$ cat config.mk
export PLATFORM = sky130hd
export DESIGN_NAME = ra_cfg_load_ddr
export DESIGN_NICKNAME = d
export VERILOG_FILES = /design/src/rtl/ra_pkg.sv /design/src/rtl/ra_cfg_load_ddr.sv
export SDC_FILE = /design/constraint.sdc
export NUM_CORES = 1
export LEC_CHECK = 0
export CAP_MARGIN = 20
export CORE_ASPECT_RATIO = 0.5
export CORE_MARGIN = 8
export CORE_UTILIZATION = 50
export DETAILED_ROUTE_END_ITERATION = 16
export GPL_TIMING_DRIVEN = 1
export PLACE_DENSITY = 0.85
export SYNTH_ARGS = -nofsm -noshare
export SYNTH_HDL_FRONTEND = slang
export SYNTH_SLANG_ARGS = --single-unit
$ cat constraint.sdc
create_clock -name clk -period 1.9 [get_ports clk]
set_input_delay 0.57 -clock clk [delete_from_list [all_inputs] [get_ports clk]]
set_output_delay 0.57 -clock clk [all_outputs]
set_load 0.02 [all_outputs]
$ cat src/rtl/ra_pkg.sv
// Shared definitions for the DDR test array shard.
// The config word width comes from LCBDDR_CONFIGWIDTH. If the including build
// has not already defined it, it falls back to 16.
`ifndef LCBDDR_CONFIGWIDTH
`define LCBDDR_CONFIGWIDTH 16
`endif

package ra_pkg;

  // Serial config loader frame states. PAR is only reachable when parity is built in.
  typedef enum logic [1:0] {
    IDLE  = 2'd0,
    SHIFT = 2'd1,
    PAR   = 2'd2,
    STOP  = 2'd3
  } ra_cfg_load_state_t;

  localparam logic RA_CFG_START_BIT = 1'b1;
  localparam logic RA_CFG_STOP_BIT  = 1'b0;

  localparam int RA_CFG_WIDTH_DEFAULT = `LCBDDR_CONFIGWIDTH;

endpackage

$ cat src/rtl/ra_cfg_load_ddr.sv
// Serial configuration loader for the DDR test array shard.
// Deserializes frames from sdi/sdi_vld and issues single-cycle cfg_wr/cfg_dat
// writes to ra_cfg_ddr. The frame is: start bit 1, CFG_WIDTH data bits with the
// first bit landing in cfg_dat[0], an optional parity bit, and stop bit 0.
// Optional feature macro: RA_CFG_PARITY_EN adds the parity bit and PAR state.
`ifndef LCBDDR_CONFIGWIDTH
`define LCBDDR_CONFIGWIDTH 16
`endif

module ra_cfg_load_ddr
  import ra_pkg::*;
#(
  parameter int CFG_WIDTH = RA_CFG_WIDTH_DEFAULT
) (
  input  logic                 clk,
  input  logic                 reset,
  input  logic                 sdi,
  input  logic                 sdi_vld,
  input  logic                 err_clr,
  output logic                 cfg_wr,
  output logic [0:CFG_WIDTH-1] cfg_dat,
  output logic                 busy,
  output logic                 err
);

  localparam int CNT_W = $clog2(CFG_WIDTH);
  localparam logic [CNT_W-1:0] CNT_LAST = CNT_W'(CFG_WIDTH - 1);

  ra_cfg_load_state_t   state;
  ra_cfg_load_state_t   state_nxt;
  logic [CNT_W-1:0]     cnt;
  logic [0:CFG_WIDTH-1] shadow;
  logic                 last_bit;
  logic                 stop_good;
  logic                 err_set;

`ifdef RA_CFG_PARITY_EN
  logic perr;
  assign stop_good = (sdi == RA_CFG_STOP_BIT) && !perr;
`else
  assign stop_good = (sdi == RA_CFG_STOP_BIT);
`endif

  assign last_bit = (cnt == CNT_LAST);
  assign err_set  = (state == STOP) && sdi_vld && !stop_good;

  // State register.
  always_ff @(posedge clk) begin
    // NOTE: sequential state uses non-blocking assignments so every flop samples
    // pre-edge values, independent of the order of the always blocks.
    if (reset) begin
      state <= IDLE;
    end else begin
      state <= state_nxt;
    end
  end

  // Next-state decode. The FSM holds whenever sdi_vld is low.
  always_comb begin
    // NOTE: default assignment first, so no path leaves state_nxt unassigned and
    // no latch is inferred.
    state_nxt = state;
    case (state)
      IDLE: begin
        if (sdi_vld && (sdi == RA_CFG_START_BIT)) state_nxt = SHIFT;
      end
      SHIFT: begin
        if (sdi_vld && last_bit) begin
`ifdef RA_CFG_PARITY_EN
          state_nxt = PAR;
`else
          state_nxt = STOP;
`endif
        end
      end
      PAR: begin
        if (sdi_vld) state_nxt = STOP;
      end
      STOP: begin
        if (sdi_vld) state_nxt = IDLE;
      end
      default: state_nxt = IDLE;
    endcase
  end

  // Output decode. busy covers SHIFT through the stop-bit cycle.
  always_comb begin
    busy = (state != IDLE);
  end

  // Datapath: shift register, bit counter, write strobe and sticky error.
  always_ff @(posedge clk) begin
    if (reset) begin
      // NOTE: shadow is an ordinary register, not a memory. It is cleared here so
      // that the reset state is fully defined.
      cnt     <= '0;
      shadow  <= '0;
      cfg_dat <= '0;
      cfg_wr  <= 1'b0;
      err     <= 1'b0;
`ifdef RA_CFG_PARITY_EN
      perr    <= 1'b0;
`endif
    end else begin
      cfg_wr <= 1'b0;

      // When a set and a clear land in the same cycle, the set wins.
      if (err_set) begin
        err <= 1'b1;
      end else if (err_clr) begin
        err <= 1'b0;
      end

      case (state)
        IDLE: begin
          if (sdi_vld && (sdi == RA_CFG_START_BIT)) cnt <= '0;
        end
        SHIFT: begin
          if (sdi_vld) begin
            shadow[cnt] <= sdi;
            cnt         <= cnt + CNT_W'(1);
          end
        end
`ifdef RA_CFG_PARITY_EN
        PAR: begin
          // Even parity: the parity bit equals the XOR of the data bits.
          if (sdi_vld) perr <= (sdi != ^shadow);
        end
`endif
        STOP: begin
          // cfg_dat changes only on a clean frame. A bad frame leaves it untouched.
          if (sdi_vld && stop_good) begin
            cfg_dat <= shadow;
            cfg_wr  <= 1'b1;
          end
        end
        default: ;
      endcase
    end
  end

endmodule

# Word level (Yosys, flattened, before mapping)
# Cells that the tools add are included.
# totals
register_bits,40
out_inout_bits,19
elab_cells,50
# classes
add_sub_neg,1
magnitude_cmp,2
eq_ne,9
mux,14
bitwise,3
reduce_logical,15
# ops
operator,n
16-bit bitwise mux,1
"2-bit inequality test, second input constant",5
2-bit two-way mux,4
4-bit two-way mux,2
2-bit one-hot mux with 4 select lines,1
4-bit one-hot mux with 2 select lines,1
1-bit logical AND,6
2-bit nonzero test,3
"5-bit greater-or-equal comparator, second input constant",1
"5-bit by 1-bit < comparator with 1-bit output, second input constant",1
4-bit NOT with 5-bit output,1
"4-bit by 1-bit adder with 4-bit output, second input constant",1
1-bit demux with 4-bit select,1
"2-bit equality test, second input constant",2
"4-bit equality test, second input constant",1
1-bit two-way mux,4
2-bit AND reduction,2
4-bit AND reduction,1
3-bit AND reduction,1
"2-bit by 1-bit equality test with 1-bit output, second input constant",1
2-bit zero test,1
1-bit NOT,2
2-bit OR reduction,1

# Longest topological paths before layout
# logic_depth
ltp_word,6
depth_mapped,6

# Worst setup path before layout
# OpenSTA, ideal clock, no wires.
# synth_timing
kind,flip-flop to flip-flop
from,reg state[0]
to,reg state[0]
setup_ns,0.121
arrival_time_ns,1.574
slack_ns,0.205
path_stages_with_launch,6
path_buffers,0
path_cell_list,dfxtp_1 > inv_1 > ha_1 > or2_2 > a221oi_2 > mux2_2
# synth_via
elab_chain_len,3
elab_cells_between_ends,10
cone_classes,7 x eq/ne; 1 x mux; 2 x reduce/logical
# synth_rtl
item,line_no,source
start: declaration,ra_cfg_load_ddr.sv:29,ra_cfg_load_state_t state;
start signal: assignment,ra_cfg_load_ddr.sv:54,state <= state_nxt;
2-bit by 1-bit equality test with 1-bit output (tied with other cells),ra_cfg_load_ddr.sv:63,case (state)
2-bit inequality test (no line),--,
4-bit AND reduction (no line),--,
# Several ways; a longest one is shown, not always the timed one.
# A chain may end at the register's enable or synchronous reset.

# Worst setup path after layout
# layout_timing
from,reg cfg_dat[6] in the netlist's numbering
to,out cfg_dat[6] in the netlist's numbering
# layout_lines
item,line_no,source
start: declaration,ra_cfg_load_ddr.sv:21,"output logic [0:CFG_WIDTH-1] cfg_dat,"
start signal: assignment,ra_cfg_load_ddr.sv:133,cfg_dat <= shadow;
# No word-level cell between the ends.

==> summary.txt <==
PLACEMENT
-------------------------------------------------------------------------------------------
Routability cong.                                                                     0.890
Post-Place Cells                                                                        286
Placed Instance Area                                                             2100 sq um
Final HPWL from detailed placement                                             2810 microns
Port Buf Inserts                                                                         23

SYNTH
-------------------------------------------------------------------------------------------
Synthesized flop and latch total                                                         40
Dominant cell by count in the synthesized netlist                              sky130_fd_sc_hd__dfxtp_1
Average cell area after synthesis                                                8.38 sq um
Synthesized Nets                                                                        227
Number of instances in the synthesized netlist                                          213
Sequential share of the synthesized area                                              44.9%
Most frequent cells after synthesis                                            sky130_fd_sc_hd__dfxtp_1, sky130_fd_sc_hd__a21oi_1, sky130_fd_sc_hd__nand2_1, sky130_fd_sc_hd__nand3_1, sky130_fd_sc_hd__o21ai_0
Library cells used by synthesis                                                          28
Area share of the largest cell type after synthesis                                   44.9%
Top post-synthesis cells by area                                               sky130_fd_sc_hd__dfxtp_1, sky130_fd_sc_hd__a21oi_1, sky130_fd_sc_hd__nand2_1
Yosys Warn Count                                                                          0
EDFF count, synth                                                                         0
FFs w/ async S/R, synth                                                                  0%
Netlist area before placement                                                    1780 sq um
Synth Flop Type                                                                sky130_fd_sc_hd__dfxtp_1
Cell type with the largest total area after synthesis                          sky130_fd_sc_hd__dfxtp_1

GLOBAL ROUTE
-------------------------------------------------------------------------------------------
Global routing met1 resource utilization                                              17.0%
Pin count of the biggest net entering global routing                                     35
Total gr overflow                                                                         0
Layer with the highest usage                                                           met2
Met2 Track Usage GR                                                                   23.7%
Met3 usage                                                                            4.18%
Global routing usage summed across all routing layers                                 14.5%
First-pass GRT wire length                                                     6760 microns
Initial antenna violation count                                                           0
Via count of the first global-routing pass                                             1507

CLOCKING
-------------------------------------------------------------------------------------------
Maximum level of the CTS H-tree                                                           2
CTS hold repair buffers                                                                   0
Clock-pin slew on the worst setup and hold paths                                    0.08 ns
Latest clock arrival within the worst-skew pair                                     0.30 ns
Clk buf depth                                                                             2
Sinks on Clock Net                                                                       40
Clock tree from TritonCTS                                                             built
Num CTS Buffers                                                                           5
Clock root buffer                                                              sky130_fd_sc_hd__clkbuf_8

LAYOUT
-------------------------------------------------------------------------------------------
Post-route cell area                                                             2220 sq um
Count of inserted antenna diode cells                                                     0
Final Instance Count excl. Fillers                                                      294
Ratio of cells with drive above 1 in the final layout                                 11.1%
Net count of the finished layout                                                        256
Final cell utilization of the core                                                    64.7%
Fillcell total                                                                          280
Area Growth Syn to Fin                                                                24.5%

STA
-------------------------------------------------------------------------------------------
Slew at the pin closest to its max-slew limit                                      0.479 ns
Relative slew slack                                                                   68.0%
Final count of pins violating max slew                                                    0
RSZ-0062 raised after global routing                                                  false
Highest Clock Rate                                                                0.547 GHz
Setup-violating endpoint count in the final report                                        0
Setup Skew                                                                       0.00573 ns
Final period util                                                                     96.1%
Post-route minimum period                                                           1.83 ns
Hold Violations, Final                                                                    0
Fin Setup TNS                                                                          0 ns

MIN PATH
-------------------------------------------------------------------------------------------
Hold WC Path Type                                                                   reg2reg

FLOORPLAN
-------------------------------------------------------------------------------------------
Die Wd                                                                          100 microns
Initial core utilization                                                              51.9%
Number of placement rows                                                                 15
Placeable core region                                                            3430 sq um
Die Area                                                                         5850 sq um
Vert. Die Dim                                                                  58.2 microns
Top Ports                                                                                24

STATUS
-------------------------------------------------------------------------------------------
Run status                                                                     complete, no violations

POWER
-------------------------------------------------------------------------------------------
Total power density per cell area                                               938 nW/um^2
Worst-case vdd ir drop                                                             0.538 mV
Leakage power figure                                                               0.793 nW

DRT
-------------------------------------------------------------------------------------------
Drt wl/cell                                                                    13.7 microns
Number of antenna-violating nets in the routed design                                     0
Number of vias per cell after detailed routing                                         5.40
Number of design-rule violations left by the first detailed-router iteration            133
Routed wire length                                                             4020 microns
First-pass DRT Iterations                                                                 4
DRC violations left                                                                       0
Routed vias                                                                            1589

SETUP PATH
-------------------------------------------------------------------------------------------
Critical setup path kind                                                            reg2out
Slowest stage cell, crit path                                                  sky130_fd_sc_hd__clkdlybuf4s50_1
Crit end category                                                               output port
Data required, critical path                                                        1.33 ns
Largest delay share family, worst path                                         buffers and inverters
Worst path buffer plus inverter count                                                     1
Maximum fanout encountered on the critical timing path                                    2
Worst path cell trace                                                          clkdlybuf4s50_1
Kind of start point of the critical path                                          flip-flop
CP max stage delay                                                                  0.62 ns
Worst endpoint data arrival time                                                    1.26 ns

RUN
-------------------------------------------------------------------------------------------
Max-Cap Viols                                                                             0

## final cells by class
cell class,instances,area [sq um],area share (%)
sequential,40,801,36.1
clock inverter,2,38.8,1.75
timing repair buffer,36,348,15.7
multi-input combinational,151,857,38.6
inverter,8,30.0,1.35
clock buffer,6,82.6,3.72
tap,51,63.8,2.87
## what timing repair did
action / CTS / global route
endpoints found under the setup margin: 1 / 1
resized for setup: 1 / 2
setup buffers: 0 / 0
## where the power goes
part	internal (mW)	switching (mW)
clock	0.429	0.300
sequential	0.864	0.0159
combinational	0.220	0.256
total	1.51	0.571
## cell usage in the layout, fill, tap and decap left out, drive strengths merged, types with 2 or more instances in the layout
| cell | n |
|---|---|
| nor2 | 4 |
| and3 | 4 |
| nand2 | 33 |
| nand3 | 18 |
| inv | 8 |
| nand4 | 5 |
| or2 | 2 |
| nor2b | 2 |
| or4 | 3 |
| dfxtp | 40 |
| mux2i | 2 |
| o21ai | 18 |
| a21oi | 37 |
| clkbuf | 7 |
| buf | 13 |
| o31ai | 2 |
| ha | 9 |
| clkdlybuf4s50 | 22 |
| nand2b | 5 |
## state kept, by name, indices dropped and copies added, names as in the netlist
signal   count
state        2
cfg_dat     16
cnt          4
shadow      16
err          1
cfg_wr       1
## worst paths after layout
kind	end	cells past startpoint	startpoint	slack (ns)
max	cfg_dat[6]	1	cfg_dat[6]	0.07
min	cfg_dat[1]	2	shadow[1]	0.44
max reg2reg	state[0]	6	state[0]	0.12
min reg2reg	cfg_dat[1]	2	shadow[1]	0.44
## per-layer routing
layer,wire length (microns),vias up
met5,0,-
met4,93,0
met3,298,12
met2,1830,56
met1,1790,731
li1,-,790
## metrics by stage
| step | power, mW | hold WS [ns] | setup slack (ns) |
|---|---|---|---|
| global placement | 1.37 | 0.438 | -0.0544 |
| CTS | 2.09 | 0.445 | 0.0101 |
| detailed placement | 1.39 | 0.439 | -0.106 |
| global route | 2.18 | 0.470 | 0.0274 |
| finish | 2.08 | 0.441 | 0.0733 |
| floorplan | 1.19 | 0.426 | 0.205 |
## kinds of logic (layout without fill, tap and decap cells)
logic type	after synthesis	after routing	synth area share, %
simple gates	78	78	21.3
compound gates	61	61	18.7
flops	40	40	44.9
buf+inv	22	52	7.08
fa+ha+maj	9	9	6.31
mux	3	3	1.75
Note: power is estimated with default switching activity, not from simulation.
